[config.mk]
export PLATFORM = sky130hd
export DESIGN_NAME = bounce_controller_flat
export DESIGN_NICKNAME = d
export VERILOG_FILES = /design/src/rtl/bounce_controller_pkg.sv /design/src/rtl/bounce_controller_if.sv /design/src/rtl/bounce_controller_serve_timer.sv /design/src/rtl/bounce_controller.sv /design/src/flat_wrapper.sv
export SDC_FILE = /design/constraint.sdc
export NUM_CORES = 1
export LEC_CHECK = 0
export ABC_AREA = 1
export ABC_CLOCK_PERIOD_IN_PS = 2990
export CAP_MARGIN = 30
export CORE_UTILIZATION = 56
export CTS_CLUSTER_DIAMETER = 60
export CTS_CLUSTER_SIZE = 28
export DETAILED_ROUTE_END_ITERATION = 16
export MAX_ROUTING_LAYER = met4
export PLACE_DENSITY = 0.95
export SYNTH_ARGS = -nofsm -noshare
export SYNTH_HDL_FRONTEND = slang
export SYNTH_SLANG_ARGS = --single-unit
[constraint.sdc]
create_clock -name clock -period 2.99 [get_ports clock]
set_input_delay 0.4485 -clock clock [delete_from_list [all_inputs] [get_ports clock]]
set_output_delay 0.4485 -clock clock [all_outputs]
set_load 0.005 [all_outputs]
[src/rtl/bounce_controller_pkg.sv]
// Shared types and constants for the pong game-rule stage.
//   state_t  : top-level game sequencing states
//   coord_w  : coordinate width helper (WIDTH is the coordinate MSB index)
//   DIR_UP / DIR_DOWN : direction encodings (1 = increasing coordinate)
package pong_pkg;

  typedef enum logic [2:0] {
    IDLE      = 3'd0,
    SERVE     = 3'd1,
    PLAY      = 3'd2,
    POINT     = 3'd3,
    GAME_OVER = 3'd4
  } state_t;

  localparam logic DIR_UP   = 1'b1;
  localparam logic DIR_DOWN = 1'b0;

  // Coordinates are WIDTH+1 bits wide, matching trajectory #(WIDTH).
  function automatic int coord_w(input int width);
    return width + 1;
  endfunction

endpackage

[src/rtl/bounce_controller_if.sv]
// Bundle of game signals between the bounce controller and its surroundings
// (paddle logic, the two trajectory instances, score display).
//   slave  : the bounce controller (consumes coordinates/paddles/start,
//            drives direction, enable, pulses, scores)
//   master : the environment feeding and observing the controller
interface bounce_controller_if #(
  parameter int WIDTH       = 8,
  parameter int SCORE_WIDTH = 4
) ();

  localparam int COORD_W = pong_pkg::coord_w(WIDTH);

  logic                   start;
  logic [COORD_W-1:0]     x_coord;
  logic [COORD_W-1:0]     y_coord;
  logic [COORD_W-1:0]     paddle_left;
  logic [COORD_W-1:0]     paddle_right;
  logic                   active;
  logic                   x_direction;
  logic                   y_direction;
  logic                   hit;
  logic                   point_left;
  logic                   point_right;
  logic [SCORE_WIDTH-1:0] score_left;
  logic [SCORE_WIDTH-1:0] score_right;
  logic                   game_over;

  modport slave (
    input  start, x_coord, y_coord, paddle_left, paddle_right,
    output active, x_direction, y_direction, hit, point_left, point_right,
           score_left, score_right, game_over
  );

  modport master (
    output start, x_coord, y_coord, paddle_left, paddle_right,
    input  active, x_direction, y_direction, hit, point_left, point_right,
           score_left, score_right, game_over
  );

endinterface

[src/rtl/bounce_controller_serve_timer.sv]
// Serve delay timer: a loadable down-counter that parks at zero.
//   clock : system clock, rising edge
//   reset : asynchronous, active-high
//   load  : reload the counter with SERVE_DELAY-1
//   done  : registered flag, high while the counter holds zero
module serve_timer #(
  parameter int SERVE_DELAY = 16
) (
  input  logic clock,
  input  logic reset,
  input  logic load,
  output logic done
);

  localparam int CNT_W = $clog2(SERVE_DELAY) + 1;
  localparam logic [CNT_W-1:0] LOAD_VAL = CNT_W'(SERVE_DELAY - 1);

  logic [CNT_W-1:0] count_r;
  logic [CNT_W-1:0] count_next_s;
  logic             done_r;

  // Next count: reload, decrement, or hold at zero.
  always_comb begin
    count_next_s = count_r;
    if (load) begin
      count_next_s = LOAD_VAL;
    end else if (count_r != {CNT_W{1'b0}}) begin
      count_next_s = count_r - {{(CNT_W-1){1'b0}}, 1'b1};
    end else begin
      count_next_s = count_r;
    end
  end

  // Counter and done flag; done is registered from the next count so it
  // always mirrors count_r == 0 without a combinational output path.
  always_ff @(posedge clock or posedge reset) begin
    if (reset) begin
      count_r <= {CNT_W{1'b0}};
      done_r  <= 1'b1;
    end else begin
      count_r <= count_next_s;
      done_r  <= (count_next_s == {CNT_W{1'b0}});
    end
  end

  assign done = done_r;

endmodule

[src/rtl/bounce_controller.sv]
// Pong game-rule stage between the paddle logic and the x/y trajectories.
// Watches the ball coordinates, flips the trajectory directions on wall
// bounces and paddle returns, scores misses, and sequences serve delay and
// game over.
//   clock, reset : system clock (rising edge), asynchronous active-high reset
//   bus (slave)  : start, x_coord, y_coord, paddle_left, paddle_right in;
//                  active, x_direction, y_direction, hit, point_left,
//                  point_right, score_left, score_right, game_over out
// All outputs are registered; each responds one cycle after the sampled
// coordinates.
module bounce_controller
  import pong_pkg::*;
#(
  parameter int WIDTH         = 8,
  parameter int X_MAX         = 400,
  parameter int Y_MAX         = 300,
  parameter int PADDLE_HEIGHT = 40,
  parameter int SERVE_DELAY   = 16,
  parameter int WIN_SCORE     = 7,
  parameter int SCORE_WIDTH   = 4
) (
  input logic                clock,
  input logic                reset,
  bounce_controller_if.slave bus
);

  localparam int COORD_W = coord_w(WIDTH);
  localparam logic [COORD_W-1:0]     X_LIM   = COORD_W'(X_MAX);
  localparam logic [COORD_W-1:0]     Y_LIM   = COORD_W'(Y_MAX);
  localparam logic [COORD_W:0]       PH_EXT  = (COORD_W + 1)'(PADDLE_HEIGHT);
  localparam logic [SCORE_WIDTH-1:0] WIN_VAL = SCORE_WIDTH'(WIN_SCORE);

  // Paddle covers y when top <= y < top + height; the sum carries one
  // extra bit so a paddle near the bottom of the range cannot wrap.
  function automatic logic paddle_covers(input logic [COORD_W-1:0] top,
                                         input logic [COORD_W-1:0] y);
    logic [COORD_W:0] bottom;
    bottom = {1'b0, top} + PH_EXT;
    return (top <= y) && ({1'b0, y} < bottom);
  endfunction

  // Score increment that sticks at all-ones instead of wrapping.
  function automatic logic [SCORE_WIDTH-1:0] sat_inc(input logic [SCORE_WIDTH-1:0] s);
    return (s == {SCORE_WIDTH{1'b1}}) ? s : s + {{(SCORE_WIDTH-1){1'b0}}, 1'b1};
  endfunction

  state_t                 state_r;
  logic                   active_r;
  logic                   x_dir_r;
  logic                   y_dir_r;
  logic                   hit_r;
  logic                   point_left_r;
  logic                   point_right_r;
  logic [SCORE_WIDTH-1:0] score_left_r;
  logic [SCORE_WIDTH-1:0] score_right_r;
  logic                   game_over_r;
  logic                   miss_right_r;

  logic load_s;
  logic timer_done_s;
  logic y_bottom_s;
  logic y_top_s;
  logic right_edge_s;
  logic left_edge_s;
  logic right_cover_s;
  logic left_cover_s;
  logic win_s;

  // Edge and coverage decodes. Wall flips only fire when moving toward the
  // wall, so a coordinate held at the wall cannot make the direction toggle.
  always_comb begin
    y_bottom_s    = (bus.y_coord >= Y_LIM) && (y_dir_r == DIR_UP);
    y_top_s       = (bus.y_coord == {COORD_W{1'b0}}) && (y_dir_r == DIR_DOWN);
    right_edge_s  = (bus.x_coord >= X_LIM) && (x_dir_r == DIR_UP);
    left_edge_s   = (bus.x_coord == {COORD_W{1'b0}}) && (x_dir_r == DIR_DOWN);
    right_cover_s = paddle_covers(bus.paddle_right, bus.y_coord);
    left_cover_s  = paddle_covers(bus.paddle_left, bus.y_coord);
    win_s         = (score_left_r == WIN_VAL) || (score_right_r == WIN_VAL);
  end

  // Serve timer reload: on a new game and after a point that does not end
  // the game, aligned with the transition into SERVE.
  always_comb begin
    load_s = 1'b0;
    case (state_r)
      IDLE:      load_s = bus.start;
      POINT:     load_s = ~win_s;
      GAME_OVER: load_s = bus.start;
      default:   load_s = 1'b0;
    endcase
  end

  serve_timer #(
    .SERVE_DELAY (SERVE_DELAY)
  ) u_serve_timer (
    .clock (clock),
    .reset (reset),
    .load  (load_s),
    .done  (timer_done_s)
  );

  // Game sequencing FSM with registered outputs.
  always_ff @(posedge clock or posedge reset) begin
    if (reset) begin
      state_r       <= IDLE;
      active_r      <= 1'b0;
      x_dir_r       <= DIR_UP;
      y_dir_r       <= DIR_UP;
      hit_r         <= 1'b0;
      point_left_r  <= 1'b0;
      point_right_r <= 1'b0;
      score_left_r  <= {SCORE_WIDTH{1'b0}};
      score_right_r <= {SCORE_WIDTH{1'b0}};
      game_over_r   <= 1'b0;
      miss_right_r  <= 1'b0;
    end else begin
      hit_r         <= 1'b0;
      point_left_r  <= 1'b0;
      point_right_r <= 1'b0;
      case (state_r)
        IDLE: begin
          active_r <= 1'b0;
          if (bus.start) begin
            state_r <= SERVE;
          end
        end

        SERVE: begin
          if (timer_done_s) begin
            state_r  <= PLAY;
            active_r <= 1'b1;
          end else begin
            active_r <= 1'b0;
          end
        end

        PLAY: begin
          // The y flip is independent of, and combined with, any x event.
          if (y_bottom_s) begin
            y_dir_r <= DIR_DOWN;
          end else if (y_top_s) begin
            y_dir_r <= DIR_UP;
          end

          if (right_edge_s) begin
            if (right_cover_s) begin
              x_dir_r <= DIR_DOWN;
              hit_r   <= 1'b1;
            end else begin
              score_left_r <= sat_inc(score_left_r);
              point_left_r <= 1'b1;
              active_r     <= 1'b0;
              miss_right_r <= 1'b1;
              state_r      <= POINT;
            end
          end else if (left_edge_s) begin
            if (left_cover_s) begin
              x_dir_r <= DIR_UP;
              hit_r   <= 1'b1;
            end else begin
              score_right_r <= sat_inc(score_right_r);
              point_right_r <= 1'b1;
              active_r      <= 1'b0;
              miss_right_r  <= 1'b0;
              state_r       <= POINT;
            end
          end
        end

        POINT: begin
          active_r <= 1'b0;
          // Next serve heads away from the edge that was missed.
          x_dir_r  <= miss_right_r ? DIR_DOWN : DIR_UP;
          if (win_s) begin
            state_r     <= GAME_OVER;
            game_over_r <= 1'b1;
          end else begin
            state_r <= SERVE;
          end
        end

        GAME_OVER: begin
          active_r <= 1'b0;
          if (bus.start) begin
            score_left_r  <= {SCORE_WIDTH{1'b0}};
            score_right_r <= {SCORE_WIDTH{1'b0}};
            game_over_r   <= 1'b0;
            state_r       <= SERVE;
          end
        end

        default: begin
          state_r     <= IDLE;
          active_r    <= 1'b0;
          game_over_r <= 1'b0;
        end
      endcase
    end
  end

  assign bus.active      = active_r;
  assign bus.x_direction = x_dir_r;
  assign bus.y_direction = y_dir_r;
  assign bus.hit         = hit_r;
  assign bus.point_left  = point_left_r;
  assign bus.point_right = point_right_r;
  assign bus.score_left  = score_left_r;
  assign bus.score_right = score_right_r;
  assign bus.game_over   = game_over_r;

endmodule

[src/flat_wrapper.sv]
// flat-port wrapper written by rule: the top's interface ports become plain ports
module bounce_controller_flat import pong_pkg::*;
#(
  parameter int WIDTH         = 8,
  parameter int X_MAX         = 400,
  parameter int Y_MAX         = 300,
  parameter int PADDLE_HEIGHT = 40,
  parameter int SERVE_DELAY   = 16,
  parameter int WIN_SCORE     = 7,
  parameter int SCORE_WIDTH   = 4
)
  (clock, reset, bus_start, bus_x_coord, bus_y_coord, bus_paddle_left, bus_paddle_right, bus_active, bus_x_direction, bus_y_direction, bus_hit, bus_point_left, bus_point_right, bus_score_left, bus_score_right, bus_game_over);
  bounce_controller_if #(.WIDTH(WIDTH), .SCORE_WIDTH(SCORE_WIDTH)) bus_i ();
  input logic clock;
  input logic reset;
  input wire logic [$bits(bus_i.start)-1:0] bus_start;
  input wire logic [$bits(bus_i.x_coord)-1:0] bus_x_coord;
  input wire logic [$bits(bus_i.y_coord)-1:0] bus_y_coord;
  input wire logic [$bits(bus_i.paddle_left)-1:0] bus_paddle_left;
  input wire logic [$bits(bus_i.paddle_right)-1:0] bus_paddle_right;
  output wire logic [$bits(bus_i.active)-1:0] bus_active;
  output wire logic [$bits(bus_i.x_direction)-1:0] bus_x_direction;
  output wire logic [$bits(bus_i.y_direction)-1:0] bus_y_direction;
  output wire logic [$bits(bus_i.hit)-1:0] bus_hit;
  output wire logic [$bits(bus_i.point_left)-1:0] bus_point_left;
  output wire logic [$bits(bus_i.point_right)-1:0] bus_point_right;
  output wire logic [$bits(bus_i.score_left)-1:0] bus_score_left;
  output wire logic [$bits(bus_i.score_right)-1:0] bus_score_right;
  output wire logic [$bits(bus_i.game_over)-1:0] bus_game_over;
  assign bus_i.start = bus_start;
  assign bus_i.x_coord = bus_x_coord;
  assign bus_i.y_coord = bus_y_coord;
  assign bus_i.paddle_left = bus_paddle_left;
  assign bus_i.paddle_right = bus_paddle_right;
  assign bus_active = bus_i.active;
  assign bus_x_direction = bus_i.x_direction;
  assign bus_y_direction = bus_i.y_direction;
  assign bus_hit = bus_i.hit;
  assign bus_point_left = bus_i.point_left;
  assign bus_point_right = bus_i.point_right;
  assign bus_score_left = bus_i.score_left;
  assign bus_score_right = bus_i.score_right;
  assign bus_game_over = bus_i.game_over;
  bounce_controller #(.WIDTH(WIDTH), .X_MAX(X_MAX), .Y_MAX(Y_MAX), .PADDLE_HEIGHT(PADDLE_HEIGHT), .SERVE_DELAY(SERVE_DELAY), .WIN_SCORE(WIN_SCORE), .SCORE_WIDTH(SCORE_WIDTH)) u_core (.clock(clock), .reset(reset), .bus(bus_i));
endmodule
==> impl_metrics.json, run 1 <==
{
  "dp_hpwl_um": 5072,
  "slew_viol_final": 0,
  "first_global_vias": 2437,
  "h-tree-depth": 1,
  "ys_warn_count": 0,
  "tightest_slew_ns": 0.9344,
  "grt_util_met2": 0.4800,
  "gr-usage-met1": 0.3380,
  "crit_type": "primary input to flop",
  "globalplace.congestion": 0.9188,
  "vias": 2483,
  "fmax_mhz": 381.9,
  "clk_path_buf_depth": 2,
  "layout_commonest_cell": "nand2_1",
  "power.total_mw": 1.488,
  "dieArea_sq_um": 4827,
  "drt_wl_total_um": 6262,
  "cts_num_sinks": 25,
  "drtPass1Iterations": 4,
  "syn_avg_cell_area_sq_um": 7.327,
  "synth_top_area_cell": "dfrtp_1",
  "skew_ns": 0.01184,
  "ys_seq_area_frac": 0.2468,
  "slowest_delay_ns": 0.49,
  "end_kind": "flop",
  "synth.area.top_cells": "dfrtp_1, ha_1, nand2_1",
  "hold_slack_ns": 0.4869,
  "layout_common_cells": "nand2_1, clkdlybuf4s50_1, inv_1",
  "grtUsageMet3": 0.03488,
  "ys_types": 38,
  "hold_buffers": 0,
  "post-route-period-util": 0.8756,
  "io_pins": 54,
  "path_common_cell": "nand2_1",
  "grtUsageTotal": 0.2776,
  "report.final.hold_viol_count": 0,
  "synth-seq-cells": 25,
  "hp-class": "flop to flop",
  "maxCapViolCount": 0,
  "drcViolationCount": 0,
  "die_x_um": 69.48,
  "clock_latency_ns": 0.28,
  "syn2layout_area_growth_pct": 25.12,
  "post_cts_resized": 0,
  "start_util": 0.5856,
  "period_needed_ns": 2.618,
  "antenna_found_initial": 0,
  "ant_nets": 0,
  "first_iter_violations": 140,
  "rsz0062_at_grt": "no",
  "clock-root-buffer": "clkbuf_8",
  "slew-limit-headroom": 0.3764,
  "synthCells": 348,
  "path_buf_inv": 1,
  "ir_drop_mv": 0.2832,
  "avgViaCountPerCell": 5.445,
  "final.setup.tns_ns": 0,
  "required_ns": 3.16,
  "grt_max_degree": 26,
  "cts_tree": "done",
  "clkTransAtPathRegs_ns": 0.10,
  "post_cts_buffers": 0,
  "netlist.area_leader.share": 0.2159,
  "crit_arrival_ns": 2.78,
  "core_sq_um": 4354,
  "cp_max_fo": 5,
  "cts_buffers": 3,
  "top_usage_layer": "met2",
  "dieHeight_um": 69.48,
  "synthesis.area_sq_um": 2550,
  "layout-drive-gt1-share": 0.1139,
  "cp-start-kind": "primary input",
  "leakagePower_nw": 1.664,
  "syn-num-nets": 428,
  "num_rows": 24,
  "critPathSlowestCell": "clkdlybuf4s50_1",
  "grt_overflow_total": 0,
  "powerDensity_nw_per_um2": 466.5,
  "antenna-diode-count": 0,
  "nets": 485,
  "finalSetupViolCount": 0,
  "crit_chain": "clkdlybuf4s50_1 -> ha_1 -> or2_1 -> nand2_1 -> xor2_1 -> ha_1 -> a21oi_1 -> nand2_1 -> nand2_1 -> nand2_2 -> nand4_2 -> nand2_1 -> nand2_1 -> nand2_1",
  "portBuffers": 53,
  "wl_per_cell_um": 13.73,
  "crit_family": "simple AND/OR/NAND/NOR gates",
  "grt_pass1_wl_um": 10570,
  "status": "completed",
  "nFillCells": 320
}
path summary, 6_finish.rpt:
path / start / to / slack [ns] / depth (start not counted)
worst max-delay path: bus_paddle_right[3] / u_core.bus.score_left[2] / 0.37 / 14
worst min-delay path: u_core.miss_right_r / u_core.miss_right_r / 0.49 / 2
worst max register to register: u_core.u_serve_timer.count_r[0] / u_core.u_serve_timer.done / 1.21 / 9
worst min register to register: u_core.miss_right_r / u_core.miss_right_r / 0.49 / 2
max in group asynchronous: reset / u_core.state_r[0] / 1.74 / 2
min in group asynchronous: reset / u_core.u_serve_timer.count_r[3] / 0.67 / 2
registers in the layout, indices dropped and copies added (netlist names):
register	count
u_core.bus.point_right	1
u_core.bus.active	1
u_core.bus.y_direction	1
u_core.bus.game_over	1
u_core.miss_right_r	1
u_core.u_serve_timer.done	1
u_core.u_serve_timer.count_r	5
u_core.bus.hit	1
u_core.bus.score_right	4
u_core.bus.score_left	4
u_core.bus.point_left	1
u_core.state_r	3
u_core.bus.x_direction	1
cell type report:
cell class,instances,area (sq um),share of cell area
inverters,68,257.7,0.08078
multi-input cells,254,1659,0.5200
flip-flops and latches,25,629.4,0.1973
clock inverters,1,7.507,0.002353
clock buffers,3,41.29,0.01294
well taps,52,65.06,0.02039
repair buffers,53,530.5,0.1663
cell usage after synthesis (all sizes together):
| cell type | instances |
|---|---|
| ha | 41 |
| o32ai | 1 |
| xnor2 | 2 |
| a21oi | 14 |
| clkinv | 3 |
| dfstp | 3 |
| o211ai | 1 |
| nand4 | 8 |
| nor3b | 1 |
| nor3 | 9 |
| nor4 | 1 |
| nand3b | 2 |
| nand3 | 31 |
| dfrtp | 22 |
| inv | 65 |
| a21o | 1 |
| clkbuf | 1 |
| o21ai | 13 |
| o21a | 1 |
| o21bai | 3 |
| nand2 | 83 |
| nor2 | 29 |
| a21boi | 1 |
| or2 | 2 |
| xor2 | 10 |
metal layers:
metal	vias up	part of all wire
met2	74	0.51
met5	-	0
met4	0	0.015
met3	10	0.048
met1	1170	0.43
li1	1229	-
power by group:
part / switching (mW) / internal (mW)
registers: 0.0789 / 0.422
logic: 0.450 / 0.328
clock network: 0.114 / 0.0947
total: 0.643 / 0.845
metrics by stage:
step                      setup WS [ns]  cell area [sq um]    util  std cells
after floorplan                  0.9060               2550       -        348
after global placement           0.2078               3142  0.7216        452
after detailed placement        0.08243               3142  0.7216        452
after CTS                        0.3620               3191  0.7328        456
after global routing             0.1210               3191  0.7328        456
final                            0.3718               3191  0.7328        456
worst min-delay path, stage by stage (launching register included):
cell and delay [ns]:
dfrtp_1 0.36, nand2_1 0.05, nand2_1 0.04
logic make-up (layout without fill, tap and decap cells):
kind of cell / after synthesis / in the layout / synth area share
AND/OR/NAND/NOR: 166 / 166 / 0.3253
buffers and inverters: 69 / 125 / 0.1026
adder cells (fa/ha/maj): 41 / 41 / 0.2012
AO/OA/AOI/OAI: 35 / 35 / 0.08293
flip-flops: 25 / 25 / 0.2468
XOR/XNOR: 12 / 12 / 0.04122
Note: power is estimated with default switching activity, not from simulation.
==> inputs of run 2 (changes only) <==
Settings changed: ABC_CLOCK_PERIOD_IN_PS 2990 to 3200, MAX_ROUTING_LAYER met4 to unset, SKIP_LAST_GASP set to 1.
Clock period 2.99 ns to 3.2 ns, I/O delays scaled along.
==> run 2 against run 1 <==
  * Non-clock buffer count unchanged
  * Sequential power decreased by 6.2%
  * Clock power decreased by 6%
  * Clock-buffer cell count unchanged
  * Sequential share of layout area unchanged
  * Clock skew decreased by 0.0039 ns
  * Critical endpoint unchanged
==> impl_metrics.json, run 2 (synthesis gave the netlist of run 1 again) <==
{
  "highest_layer": "met4",
  "rsz0062_at_grt": "no",
  "grt_max_degree": 26,
  "hp-class": "flop to flop",
  "drtPass1Iterations": 5,
  "maxCapViolCount": 0,
  "globalplace.congestion": 0.9034,
  "top_register": "u_core.u_serve_timer.count_r",
  "wl_met3_um": 348,
  "start_util": 0.5856,
  "leakagePower_nw": 1.664,
  "die_x_um": 69.48,
  "final.setup.tns_ns": 0,
  "dp_slack_ns": 0.2674,
  "period_needed_ns": 2.659,
  "dieHeight_um": 69.48,
  "required_ns": 3.37,
  "wl_met2_um": 3166,
  "cp_max_fo": 5,
  "crit_arrival_ns": 2.82,
  "grtUsageTotal": 0.2816,
  "antenna-diode-count": 0,
  "avgViaCountPerCell": 5.531,
  "nFillCells": 321,
  "clock_latency_ns": 0.28,
  "drcViolationCount": 0,
  "powerDensity_nw_per_um2": 441.3,
  "finalSetupViolCount": 0,
  "cts_tree": "done",
  "hold_buffers": 0,
  "slew_viol_final": 0,
  "clk_path_buf_depth": 2,
  "tightest_slew_ns": 0.9643,
  "dp_hpwl_um": 5117,
  "ant_nets": 0,
  "post-route-period-util": 0.8308,
  "skew_ns": 0.007960,
  "grt_overflow_total": 0,
  "layout_commonest_cell": "nand2_1",
  "first_iter_violations": 152,
  "post_cts_buffers": 0,
  "num_rows": 24,
  "grt_pass1_wl_um": 10960,
  "syn2layout_area_growth_pct": 25.12,
  "dieArea_sq_um": 4827,
  "drt_wl_total_um": 6443,
  "portBuffers": 53,
  "cts_num_sinks": 25,
  "hold_slack_ns": 0.4888,
  "ir_drop_mv": 0.3476,
  "core_sq_um": 4354,
  "post_cts_resized": 0,
  "met1Wirelength_um": 2740,
  "cp-start-kind": "primary input",
  "io_pins": 54,
  "fin_ws_ns": 0.5415,
  "first_global_vias": 2459,
  "crit_type": "primary input to flop",
  "layout-drive-gt1-share": 0.1139,
  "status": "completed",
  "end_kind": "flop",
  "cts_buffers": 3,
  "wl_per_cell_um": 14.13,
  "h-tree-depth": 1,
  "fmax_mhz": 376.2,
  "largest_reg_flops": 5,
  "clock-root-buffer": "clkbuf_8",
  "rrSetupSlack_ns": 1.34,
  "report.final.hold_viol_count": 0,
  "clkTransAtPathRegs_ns": 0.09,
  "nets": 485,
  "layout_common_cells": "nand2_1, clkdlybuf4s50_1, inv_1",
  "slew-limit-headroom": 0.3564,
  "vias": 2522,
  "antenna_found_initial": 0
}
-- run 2: cell counts in the layout (fill, tap and decap cells not counted) --
No cell type changed its count.
-- run 2: worst paths after layout --
kind	from	to	depth (start not counted)
min in group asynchronous	reset	u_core.u_serve_timer.count_r[2]	2
max in group asynchronous	reset	u_core.state_r[0]	2
max	bus_paddle_right[3]	u_core.bus.score_left[2]	14
min reg2reg	u_core.miss_right_r	u_core.miss_right_r	2
min	u_core.miss_right_r	u_core.miss_right_r	2
max reg2reg	u_core.u_serve_timer.count_r[0]	u_core.u_serve_timer.done	9
-- run 2: metrics by stage --
| stage | util | cells | power, mW | cell area (sq um) |
|---|---|---|---|---|
| after global placement | 0.7216 | 452 | 1.145 | 3142 |
| after global routing | 0.7328 | 456 | 1.519 | 3191 |
| final | 0.7328 | 456 | 1.408 | 3191 |
| after floorplan | - | 348 | 0.9480 | 2550 |
| after CTS | 0.7328 | 456 | 1.400 | 3191 |
| after detailed placement | 0.7216 | 452 | 1.185 | 3142 |
-- run 2: cell type report --
cell class | instances | area [sq um] | share of cell area
clock buffers | 3 | 41.29 | 0.01294
clock inverters | 1 | 7.507 | 0.002353
inverters | 68 | 257.7 | 0.08078
multi-input cells | 254 | 1659 | 0.5200
flip-flops and latches | 25 | 629.4 | 0.1973
well taps | 52 | 65.06 | 0.02039
repair buffers | 53 | 530.5 | 0.1663
-- run 2: metal layers --
layer  vias to the layer above  GRT usage
met1                      1178     0.3604
met5                         -          0
met3                        17    0.03343
met4                         0     0.1066
met2                        91     0.4854
li1                       1236          -
-- run 2: worst max-delay path, cell delays in order --
cell             delay, ns
clkdlybuf4s50_1       0.49
ha_1                  0.27
or2_1                 0.25
nand2_1               0.09
xor2_1                0.16
ha_1                  0.27
a21oi_1               0.16
nand2_1               0.08
nand2_1               0.09
nand2_2               0.08
nand4_2               0.14
nand2_1               0.12
nand2_1               0.08
nand2_1               0.06
-- run 2: report_power, final --
group | switching [mW] | internal [mW]
combinational | 0.434 | 0.308
clock | 0.108 | 0.0885
sequential | 0.0757 | 0.395
